==> src/rtl/loader_pkg.sv <==
// Shared definitions for the instruction loader: FSM state encoding and
// the byte counts of the fixed-size frame fields.
package loader_pkg;

  typedef enum logic [2:0] {
    ST_LEN   = 3'd0,
    ST_DATA  = 3'd1,
    ST_CSUM  = 3'd2,
    ST_DONE  = 3'd3,
    ST_ERROR = 3'd4
  } loader_state_t;

  localparam int LEN_BYTES  = 4;
  localparam int WORD_BYTES = 4;

  // Index of the final byte of each multi-byte field, sized for the byte counter.
  localparam logic [1:0] LEN_LAST  = 2'(LEN_BYTES - 1);
  localparam logic [1:0] WORD_LAST = 2'(WORD_BYTES - 1);

endpackage

==> src/rtl/inst_loader.sv <==
// Receives a length/words/checksum byte frame, writes each word to instruction
// SRAM, and releases the fetch stage only after a verified frame.
module inst_loader
  import loader_pkg::*;
#(
  parameter logic [63:0] BASE_ADDR = 64'h0,
  parameter int unsigned MAX_WORDS = 1024
) (
  input  logic        clk,
  input  logic        reset,
  input  logic        in_valid,
  input  logic [7:0]  in_byte,
  output logic        in_ready,
  input  logic        load_req,
  output logic        inst_sram_wen,
  output logic [63:0] inst_sram_waddr,
  output logic [31:0] inst_sram_wdata,
  output logic        inst_sram_en_toif,
  output logic        load_done,
  output logic        load_err,
  output logic [31:0] words_loaded
);

  loader_state_t state, state_next;

  logic [1:0]  byte_cnt;
  logic [31:0] asm_word;
  logic [31:0] len_reg;
  logic [31:0] word_idx;
  logic [7:0]  xor_acc;

  logic        accept;
  logic [31:0] shifted_word;

  assign in_ready     = (state == ST_LEN) || (state == ST_DATA) || (state == ST_CSUM);
  assign accept       = in_valid && in_ready;
  // Bytes shift in from the top so the first byte of a field ends up in [7:0].
  assign shifted_word = {in_byte, asm_word[31:8]};
  assign words_loaded = word_idx;

  always_ff @(posedge clk or posedge reset) begin
    if (reset) state <= ST_LEN;
    else       state <= state_next;
  end

  always_comb begin
    state_next = state;
    case (state)
      ST_LEN: begin
        if (accept && (byte_cnt == LEN_LAST)) begin
          if (shifted_word > 32'(MAX_WORDS))  state_next = ST_ERROR;
          else if (shifted_word == 32'd0)     state_next = ST_CSUM;
          else                                state_next = ST_DATA;
        end
      end
      ST_DATA: begin
        if (accept && (byte_cnt == WORD_LAST) && ((word_idx + 32'd1) == len_reg))
          state_next = ST_CSUM;
      end
      ST_CSUM: begin
        if (accept) state_next = (in_byte == xor_acc) ? ST_DONE : ST_ERROR;
      end
      ST_DONE, ST_ERROR: begin
        if (load_req) state_next = ST_LEN;
      end
      default: state_next = ST_LEN;
    endcase
  end

  // Status flags are registered from the next state so they track the FSM exactly.
  always_ff @(posedge clk or posedge reset) begin
    if (reset) begin
      inst_sram_en_toif <= 1'b0;
      load_done         <= 1'b0;
      load_err          <= 1'b0;
    end else begin
      inst_sram_en_toif <= (state_next == ST_DONE);
      load_done         <= (state_next == ST_DONE);
      load_err          <= (state_next == ST_ERROR);
    end
  end

  // The write register is loaded only on a word boundary, so bytes arriving
  // during the strobe cycle land in asm_word without disturbing wdata.
  always_ff @(posedge clk or posedge reset) begin
    if (reset) begin
      byte_cnt        <= 2'd0;
      asm_word        <= 32'd0;
      len_reg         <= 32'd0;
      word_idx        <= 32'd0;
      xor_acc         <= 8'd0;
      inst_sram_wen   <= 1'b0;
      inst_sram_waddr <= 64'd0;
      inst_sram_wdata <= 32'd0;
    end else begin
      inst_sram_wen <= 1'b0;
      case (state)
        ST_LEN: begin
          if (accept) begin
            asm_word <= shifted_word;
            byte_cnt <= byte_cnt + 2'd1;
            xor_acc  <= xor_acc ^ in_byte;
            if (byte_cnt == LEN_LAST) len_reg <= shifted_word;
          end
        end
        ST_DATA: begin
          if (accept) begin
            asm_word <= shifted_word;
            byte_cnt <= byte_cnt + 2'd1;
            xor_acc  <= xor_acc ^ in_byte;
            if (byte_cnt == WORD_LAST) begin
              inst_sram_wen   <= 1'b1;
              inst_sram_waddr <= BASE_ADDR + {30'd0, word_idx, 2'b00};
              inst_sram_wdata <= shifted_word;
              word_idx        <= word_idx + 32'd1;
            end
          end
        end
        ST_DONE, ST_ERROR: begin
          if (load_req) begin
            byte_cnt <= 2'd0;
            asm_word <= 32'd0;
            len_reg  <= 32'd0;
            word_idx <= 32'd0;
            xor_acc  <= 8'd0;
          end
        end
        default: ;
      endcase
    end
  end

endmodule
==> config.mk <==
export PLATFORM = sky130hd
export DESIGN_NAME = inst_loader
export DESIGN_NICKNAME = d
export VERILOG_FILES = /design/src/rtl/loader_pkg.sv /design/src/rtl/inst_loader.sv
export SDC_FILE = /design/constraint.sdc
export NUM_CORES = 1
export LEC_CHECK = 0
export ABC_AREA = 1
export CAP_MARGIN = 30
export CORE_MARGIN = 2
export CORE_UTILIZATION = 45
export DETAILED_ROUTE_END_ITERATION = 6
export GPL_TIMING_DRIVEN = 0
export PLACE_DENSITY = 0.72
export SKIP_LAST_GASP = 1
export SLEW_MARGIN = 30
export SYNTH_ARGS = -nofsm -noshare
export SYNTH_HDL_FRONTEND = slang
export SYNTH_SLANG_ARGS = --single-unit
==> constraint.sdc <==
create_clock -name clk -period 5.2 [get_ports clk]
set_input_delay 0.52 -clock clk [delete_from_list [all_inputs] [get_ports clk]]
set_output_delay 0.52 -clock clk [all_outputs]
set_load 0.02 [all_outputs]
==> metrics.md <==
| Metric | Value |
|---|---|
| Maxcap violations | 0 |
| Maximum clock rate | 409 MHz |
| Post-cts sizing count | 0 |
| Detailed Route WL | 24.1 mm |
| # rows | 50 |
| Area grow syn2layout | 25.4% |
| Root Buffer | clkbuf_16 |
| ANT cells | 0 |
| Worst setup SP type | flop |
| Hold Buf Count CTS | 0 |
| Max Buffers Root-to-Sink | 2 |
| R2R setup slack | 2.75 ns |
| YS warnings | 0 |
| Peak supply drop | 320 µV |
| Setup bufs post-CTS | 0 |
| Setup Total Neg Slack | 0 ns |
| Die area | 20100 µm² |
| Synthesized instance count | 1102 |
| Vias | 7728 |
| Tmin final | 2.45 ns |
| Avg Vias per Cell | 5.11 |
| Yosys cell types | 37 |
| Post-synthesis sequential area ratio | 0.492 |
| CP max FO | 10 |
| Post-DP HPWL | 18.3 mm |
| Endpoint type of the worst setup path | flop |
| Port Buf Inserts | 112 |
| Critical path class | reg -> reg |
| First-pass GRT wire length | 38.1 mm |
| Fin. Hold Viols | 0 |
| Routability cong. | 0.933 |
| Crit path DAT | 2.74 ns |
| Worst rel slew slack | 0.515 |
| WL/cell | 15.9 µm |
| Cells after DPL | 1481 |
| Die W | 142 µm |
| Largest net degree at the start of global routing | 73 |
| Clock Skew | 0.00933 ns |
| Final period util | 0.470 |
| Status | completed |
| DR DRC count | 0 |
| Syn_area_per_cell | 7.75 µm² |
| Synthesized area | 8540 µm² |
| I/O pin total | 145 |
| Chip height | 142 µm |
| Initial antenna violation count | 0 |
| Num CTS Buffers | 17 |
| Number of DRC markers in iteration 0 | 595 |
| # nets final | 1280 |
| Initial Util | 0.458 |
| Overall Power | 5930 µW |
| Core region area | 18600 µm² |
| Pleak | 0.00500 µW |
| CTS tree | built |
| #FFs+latches synth | 168 |
| Share of layout cells above drive strength 1 | 0.0852 |
| Final setup violating endpoints | 0 |
| ANT nets after route | 0 |
| Detailed Routing Iterations Pass 1 | 5 |
| # clock sinks | 168 |
| GRT overflow | 0 |
| Tot GR Track Use | 0.246 |
| Unrepaired setup endpoints after global routing | false |
| Worst Hold Class | in -> async |
| Final Instance Count excl. Fillers | 1513 |
| Worst skew pair latency | 0.44 ns |
| Worst slew pin tran | 0.727 ns |
| Clock input transition at the sequential cells of the worst setup and hold paths | 0.07 ns |
| Vias in the first global route | 7255 |
| H-tree depth | 4 |
| Final-report max-slew violation count | 0 |
| Pwr Density | 554 nW/µm² |
| Critical path required time | 5.50 ns |
area by class of cell:
type / count / area, µm²
Fill cell: 1708 / 7940
Sequential cell: 168 / 4200
Multi-Input combinational cell: 768 / 3530
Timing Repair Buffer: 114 / 1180
Inverter: 129 / 492
Buffer: 68 / 432
Clock buffer: 17 / 425
Tap cell: 234 / 293
Clock inverter: 15 / 150
layer usage:
| layer | wire length (µm) | global-route usage | up-vias |
|---|---|---|---|
| met5 | 0 | 0 | - |
| met4 | 723 | 0.0921 | 0 |
| met1 | 10700 | 0.341 | 3615 |
| met2 | 11100 | 0.382 | 280 |
| li1 | - | - | 3788 |
| met3 | 1580 | 0.0513 | 45 |
cell families (layout without fill, tap and decap cells):
| family | Yosys count | count (layout) | share of synthesized area |
|---|---|---|---|
| buffers and inverters | 197 | 343 | 0.107 |
| DFF | 168 | 168 | 0.492 |
| AOI/OAI and AO/OA | 176 | 176 | 0.108 |
| adders and majority gates | 2 | 2 | 0.00293 |
| xor gates and xnor gates | 15 | 15 | 0.0186 |
| other | 1 | 32 | 0.000439 |
| muxes | 2 | 2 | 0.00264 |
| and+or+nand+nor | 541 | 541 | 0.267 |
path summary, 6_finish.rpt:
check	startpoint	endpoint	cells after the start
worst min register to register	inst_sram_waddr[28]	inst_sram_waddr[28]	2
worst max-delay path	state[0]	len_reg[22]	7
worst max register to register	state[0]	len_reg[22]	7
worst min-delay path	reset	inst_sram_wdata[6]	2
min in group clk	inst_sram_waddr[28]	inst_sram_waddr[28]	2
max in group asynchronous	reset	xor_acc[6]	3
power breakdown:
group,switching [µW],internal [µW],total [µW]
clock network,601,640,1240
logic,1580,986,2570
registers,318,1800,2120
total,2500,3420,5930
cells in the mapped netlist, drive strengths merged:
library cell | instances | area share
clkbuf | 19 | 0.0084
nand3 | 94 | 0.056
dfrtp | 168 | 0.49
nor2 | 102 | 0.053
o221ai | 2 | 0.0021
o21bai | 1 | 0.00088
a21boi | 1 | 0.0013
o211a | 1 | 0.0012
nand2 | 332 | 0.15
or2 | 1 | 0.00073
xor2 | 8 | 0.0082
nor3 | 2 | 0.0012
nor4 | 2 | 0.0015
xnor3 | 2 | 0.0053
xnor2 | 5 | 0.0051
inv | 129 | 0.057
mux2 | 2 | 0.0026
o21ai | 145 | 0.085
a31oi | 1 | 0.00073
ha | 2 | 0.0029
a21oi | 7 | 0.0041
conb | 1 | 0.00044
nand4 | 7 | 0.0051
buf | 49 | 0.042
and2 | 1 | 0.00073
o22ai | 18 | 0.013
critical path, cell delays in order, from the launching register on:
cell	delay, ns
dfrtp_1	0.46
a21oi_1	0.20
nand2_1	0.08
nor2_1	0.28
nand3_1	0.28
a21boi_2	0.40
clkbuf_1	0.42
o21ai_0	0.19
per-stage QoR:
step                setup slack (ns)  instance area (µm²)  hold slack [ns]   util
global route                    2.52                10700            0.454  0.574
floorplan                      0.133                 8650            0.457      -
detailed placement              2.33                10100            0.475  0.543
finish                          2.75                10700            0.442  0.574
CTS                             2.71                10700            0.450  0.574
global placement               -2.21                10100            0.468  0.540
cells in the final DEF (no fill, tap or decap), types with 3 or more instances in the layout:
| cell | instances |
|---|---|
| buf_6 | 5 |
| xor2_1 | 8 |
| o21ai_0 | 128 |
| nor2_2 | 8 |
| nand2_1 | 326 |
| a21oi_1 | 7 |
| nand2_2 | 4 |
| inv_1 | 125 |
| nor2_1 | 88 |
| o21ai_1 | 17 |
| clkbuf_16 | 17 |
| clkbuf_1 | 19 |
| conb_1 | 32 |
| o22ai_1 | 18 |
| buf_4 | 35 |
| inv_6 | 4 |
| inv_2 | 3 |
| clkinvlp_4 | 3 |
| clkdlybuf4s50_1 | 112 |
| nand4_1 | 7 |
| inv_8 | 7 |
| nor2_4 | 5 |
| xnor2_1 | 5 |
| buf_2 | 6 |
| buf_1 | 3 |
| dfrtp_1 | 168 |
| nand3_1 | 93 |
Note: power is estimated with default switching activity, not from simulation.
